$ cat src/rtl/mining_job_scheduler.sv
// Mining job scheduler: splits a nonce range into chunks dispatched round-robin
// to idle hash lanes, tracks the first hit and reports it through a handshake.
module mining_job_scheduler #(
    parameter int NUM_LANES  = 4,
    parameter int CHUNK_SIZE = 4096
) (
    input  logic                 clk,
    input  logic                 rst_n,
    input  logic                 job_valid,
    output logic                 job_ready,
    input  logic [7:0]           job_id,
    input  logic [31:0]          job_nonce_start,
    input  logic [31:0]          job_nonce_end,
    input  logic                 abort,
    input  logic [NUM_LANES-1:0] lane_busy,
    output logic                 disp_valid,
    output logic [2:0]           disp_lane,
    output logic [31:0]          disp_nonce,
    output logic [15:0]          disp_len,
    output logic                 lane_abort,
    input  logic                 res_valid,
    input  logic [31:0]          res_nonce,
    output logic                 found_valid,
    input  logic                 found_ready,
    output logic [7:0]           found_job_id,
    output logic [31:0]          found_nonce,
    output logic                 job_done,
    output logic                 job_err,
    output logic                 busy,
    output logic [31:0]          nonces_total
);

    typedef enum logic [1:0] {IDLE, DISPATCH, DRAIN, REPORT} state_t;

    localparam logic [32:0] CHUNK33 = 33'(CHUNK_SIZE);

    state_t               state, state_nx;
    logic [32:0]          next_nonce;
    logic [31:0]          end_nonce;
    logic [7:0]           cur_id;
    logic [NUM_LANES-1:0] pending;
    logic [NUM_LANES-1:0] eligible;
    logic [NUM_LANES-1:0] disp_onehot;
    logic [2:0]           rr_ptr;
    logic                 hit;

    logic                 sel_found;
    logic [2:0]           sel_lane;
    logic [32:0]          remaining;
    logic [32:0]          chunk_len;
    logic [32:0]          next_after;
    logic                 range_ok;
    logic                 accept;
    logic                 idle_err;
    logic                 do_dispatch;
    logic                 do_hit;
    logic                 do_abort;
    logic                 finish;

    assign job_ready   = (state == IDLE);
    assign busy        = (state != IDLE);
    assign found_valid = (state == REPORT);

    assign eligible    = ~lane_busy & ~pending;
    assign range_ok    = (job_nonce_end >= job_nonce_start);
    assign accept      = job_ready && job_valid;
    assign idle_err    = accept && !range_ok;
    assign disp_onehot = do_dispatch ? (NUM_LANES'(1) << sel_lane) : '0;

    // Round-robin search beginning at the lane after the one last dispatched.
    always_comb begin
        int idx;
        sel_found = 1'b0;
        sel_lane  = '0;
        idx       = 0;
        for (int i = 0; i < NUM_LANES; i++) begin
            idx = int'(rr_ptr) + i;
            if (idx >= NUM_LANES) idx = idx - NUM_LANES;
            if (!sel_found && eligible[idx]) begin
                sel_found = 1'b1;
                sel_lane  = 3'(idx);
            end
        end
    end

    // 33-bit arithmetic so a range ending at FFFFFFFF terminates cleanly.
    always_comb begin
        remaining  = {1'b0, end_nonce} - next_nonce + 33'd1;
        chunk_len  = (remaining > CHUNK33) ? (CHUNK33 - 33'd1) : (remaining - 33'd1);
        next_after = next_nonce + chunk_len + 33'd1;
    end

    always_comb begin
        state_nx    = state;
        do_dispatch = 1'b0;
        do_hit      = 1'b0;
        do_abort    = 1'b0;
        finish      = 1'b0;
        case (state)
            IDLE: begin
                if (accept && range_ok) state_nx = DISPATCH;
            end
            DISPATCH: begin
                if (abort) begin
                    do_abort = 1'b1;
                    state_nx = DRAIN;
                end else if (res_valid) begin
                    do_hit   = 1'b1;
                    state_nx = DRAIN;
                end else if (sel_found) begin
                    do_dispatch = 1'b1;
                    if (next_after > {1'b0, end_nonce}) state_nx = DRAIN;
                end
            end
            DRAIN: begin
                if (lane_busy == '0 && pending == '0) begin
                    if (hit) begin
                        state_nx = REPORT;
                    end else begin
                        finish   = 1'b1;
                        state_nx = IDLE;
                    end
                end
            end
            REPORT: begin
                if (found_ready) begin
                    finish   = 1'b1;
                    state_nx = IDLE;
                end
            end
            default: state_nx = IDLE;
        endcase
    end

    always_ff @(posedge clk or negedge rst_n) begin
        if (!rst_n) begin
            state        <= IDLE;
            next_nonce   <= '0;
            end_nonce    <= '0;
            cur_id       <= '0;
            pending      <= '0;
            rr_ptr       <= '0;
            hit          <= 1'b0;
            disp_valid   <= 1'b0;
            disp_lane    <= '0;
            disp_nonce   <= '0;
            disp_len     <= '0;
            lane_abort   <= 1'b0;
            found_job_id <= '0;
            found_nonce  <= '0;
            job_done     <= 1'b0;
            job_err      <= 1'b0;
            nonces_total <= '0;
        end else begin
            state      <= state_nx;
            disp_valid <= do_dispatch;
            lane_abort <= do_abort | do_hit;
            job_done   <= finish | idle_err;
            job_err    <= idle_err;
            pending    <= (pending & ~lane_busy) | disp_onehot;
            if (accept && range_ok) begin
                cur_id     <= job_id;
                next_nonce <= {1'b0, job_nonce_start};
                end_nonce  <= job_nonce_end;
                hit        <= 1'b0;
            end
            if (do_dispatch) begin
                disp_lane    <= sel_lane;
                disp_nonce   <= next_nonce[31:0];
                disp_len     <= chunk_len[15:0];
                next_nonce   <= next_after;
                nonces_total <= nonces_total + chunk_len[31:0] + 32'd1;
                rr_ptr       <= (sel_lane == 3'(NUM_LANES - 1)) ? 3'd0 : sel_lane + 3'd1;
            end
            if (do_hit) begin
                hit          <= 1'b1;
                found_job_id <= cur_id;
                found_nonce  <= res_nonce;
            end
        end
    end

endmodule

$ cat config.mk
export PLATFORM = sky130hd
export DESIGN_NAME = mining_job_scheduler
export DESIGN_NICKNAME = d
export VERILOG_FILES = /design/src/rtl/mining_job_scheduler.sv
export SDC_FILE = /design/constraint.sdc
export NUM_CORES = 1
export LEC_CHECK = 0
export BUFFER_PORTS_ARGS = -buffer_cell sky130_fd_sc_hd__buf_4
export CAP_MARGIN = 40
export CELL_PAD_IN_SITES_DETAIL_PLACEMENT = 0
export CELL_PAD_IN_SITES_GLOBAL_PLACEMENT = 1
export CORE_AREA = 2 2 191 193
export CTS_BUF_LIST = sky130_fd_sc_hd__clkbuf_8 sky130_fd_sc_hd__clkbuf_16
export CTS_CLUSTER_SIZE = 24
export DETAILED_ROUTE_END_ITERATION = 8
export DIE_AREA = 0 0 193 195
export HOLD_SLACK_MARGIN = 0.15
export PLACE_DENSITY = 0.86
export SLEW_MARGIN = 25
export SYNTH_ARGS = -nofsm -noshare
export SYNTH_HDL_FRONTEND = slang
export SYNTH_SLANG_ARGS = --single-unit
$ cat constraint.sdc
create_clock -name clk -period 9.7 [get_ports clk]
set_input_delay 0.485 -clock clk [delete_from_list [all_inputs] [get_ports clk]]
set_output_delay 0.485 -clock clk [all_outputs]
set_load 0.02 [all_outputs]
==> out/metrics.csv <==
metric,value,unit
post-synthesis sequential area ratio,0.341,
Boundary Pins,244,
critical path's slowest cell,or4_4,
critical path startpoint category,register,
"area leader, netlist",dfrtp_1,
area post-placement,17800,sq um
Synth top area share,0.341,
Mapped Area,15400,sq um
Post-synth top flop,dfrtp_1,
crit path kind,register to register,
routability cong.,0.971,
area of the multi-input gates,9470,sq um
minimum clock period,9.26,ns
Clock Skews,0.0319,ns
fmax,0.108,GHz
Synth top cells by count,"nand2_1 (252), dfrtp_1 (210), ha_1 (198)",
Crit Path Max Fanout,5,
Final Hold Fails,0,
GR Overflow Total,0,
Syn. warnings,0,
Setup Viol. Count Final,0,
Mean Syn Cell Area,8.81,sq um
dpl ws,0.349,ns
Worst EP arrival,9.72,ns
initial core utilization,0.436,
WL final,48.4,mm
# fillers,3220,
synth top area cells,"dfrtp_1 (34%), ha_1 (16%), nand2_1 (6.1%)",
Worst-Margin Slew,0.787,ns
Cells after Synth,1752,
Port Buffers,243,
R2R Setup Slk,0.44,ns
"non-filler cells, final",2533,
critical path endpoint category,register,
Most common cell on crit path,ha_1,
Routed WL per cell,19.1,microns
detailed-route DRC error count,0,
CTS tree,built,
CTS Buf Count,26,
Syn Nets,2067,
dominant cell by count in the synthesized netlist,nand2_1,
Starting DRT DRC Count,933,
Worst VDD drop,0.203,mV
Post-Layout Inst Area,19500,sq um
fraction of registers with async set or reset after synthesis,1.00,
largest net degree at the start of global routing,94,
run status,completed,
die area,37600,sq um
initial antenna violation count,1,
Area Overhead vs Synth,26.3,%
Die Span X,193,microns
pins over their slew limit,0,
last element of the critical path,state[0],
vias,13900,
Slew headroom,0.475,
P per Cell Area,390,nW/um^2
1st-pass router iterations,5,
Power Total,7610,uW
number of synthesized flops with an enable pin,0,
share of cells above drive strength 1,0.186,
Crit path largest cell delay,0.57,ns
Reg-to-Reg End,state[0],
Reg-to-Reg Start,next_nonce[1],
dpl cells,2416,
crit path from,next_nonce[1],
clk slew on worst S/H paths,0.06,ns
HPWL Detailed,37.2,mm
vias in the first global route,13900,
Hold Path Class,input pin to register,
Nets,2366,
Reg2Reg Depth,39,
Die Y,195,microns
clock sinks,210,
core area,35400,sq um
Max Root-Sink Buffers,3,
Root Buffer,clkbuf_16,
GRT Util Overall,0.256,
Yosys cell types,71,
Pleak,0.00977,uW
H-tree levels,1,
maxcap violations,0,
worst setup margin,0.443,ns
Skew-Pair Late Insertion Delay,0.57,ns
first-pass GRT wire length,76.3,mm
antenna-violating nets left,0,
standard-cell rows,69,
Synth Register Bits,210,
Final Cycle Share,0.954,
Reg area,5260,sq um
vias per cell,5.47,
Worst Path Required,10.16,ns
==> layout by cell type, fill, tap and decap left out, types with 5 or more instances in the layout <==
master	Yosys	routed
and2_1	29	29
o211ai_1	10	10
o21a_1	20	20
buf_4	0	255
clkbuf_8	0	5
nand2_1	252	251
o31ai_1	14	14
o21ai_0	162	161
xnor2_1	58	58
nand3_1	19	19
dfrtp_1	210	210
xor2_1	29	28
a211oi_1	13	12
a21oi_1	92	92
inv_1	147	148
a21o_1	71	71
o21bai_1	16	16
nand4_1	22	22
clkbuf_16	0	26
or3_1	8	8
mux2_2	50	50
dlygate4sd3_1	0	66
o31a_1	6	6
nor3_1	26	25
clkinvlp_4	0	5
a22oi_1	28	28
a31oi_1	16	16
nand2b_1	16	16
nor2b_1	14	13
ha_1	198	198
a211o_1	5	5
nor2_1	75	73
o22ai_1	5	5
and3_1	10	10
or2_2	5	5
==> metal layers <==
metal  GRT usage  part of all wire  vias to the layer above
li1            -                 -                     6779
met1       0.333              0.44                     6565
met2       0.430              0.47                      438
met3      0.0527             0.064                       82
met4      0.0738             0.032                        0
met5           0                 0                        -
==> critical path, delay by kind of cell, from the launching register on <==
kind,cells,cell delay (ns)
compound gates,18,3.77
xor+xnor,1,0.18
flops,1,0.45
buf+inv,5,0.52
fa+ha+maj,6,1.66
simple gates,9,2.57
==> kinds of logic after synthesis <==
group	after synthesis	synth area share
buffers and inverters	203	0.0500
AOI/OAI and AO/OA	496	0.206
muxes	52	0.0378
DFF	210	0.341
adders and majority gates	201	0.164
xor gates and xnor gates	88	0.0508
and+or+nand+nor	502	0.151
==> layout make-up <==
cell class	count	share of cell area
diodes	1	0.000128
clock buffers	31	0.0369
clock inverters	17	0.0115
inverters	147	0.0283
multi-input cells	1339	0.486
flip-flops and latches	210	0.270
well taps	461	0.0296
repair buffers	327	0.138
==> power by group <==
part / internal [uW] / total (uW) / switching [uW] / leakage (uW)
combinational: 2030 / 4970 / 2940 / 0.00666
sequential: 1260 / 1580 / 325 / 0.00265
clock: 639 / 1060 / 418 / 0.000455
==> sequential cells by signal (all words and copies together), names as in the netlist <==
register	flops
cur_id	8
job_done	1
disp_lane	3
hit	1
found_nonce	32
end_nonce	32
disp_valid	1
rr_ptr	3
disp_len	16
pending	4
disp_nonce	32
job_err	1
lane_abort	1
next_nonce	33
state	2
nonces_total	32
found_job_id	8
==> metrics by stage <==
stage                     utilization  hold WS [ns]  TNS (ns)
after floorplan                     -         0.189         0
after global placement          0.501         0.453         0
after detailed placement        0.503         0.462         0
after CTS                       0.548         0.152         0
after global routing            0.550         0.163    -0.115
final                           0.551         0.166         0
==> what timing repair did <==
item                       CTS  global route
hold buffers                66             0
resized for setup            0            11
buffers inserted             0             1
setup endpoints to repair    0             2
hold endpoints to repair   149             0
==> worst min-delay path by stage <==
stage | slack, ns | to | start | cells after the start
floorplan | 0.19 | cur_id[0] | rst_n | 0
global placement | 0.45 | cur_id[0] | cur_id[0] | 2
detailed placement | 0.46 | cur_id[2] | cur_id[2] | 2
CTS | 0.15 | end_nonce[20] | job_nonce_end[20] | 3
global route | 0.16 | end_nonce[15] | job_nonce_end[15] | 3
finish | 0.17 | end_nonce[20] | job_nonce_end[20] | 3
Note: power is estimated with default switching activity, not from simulation.
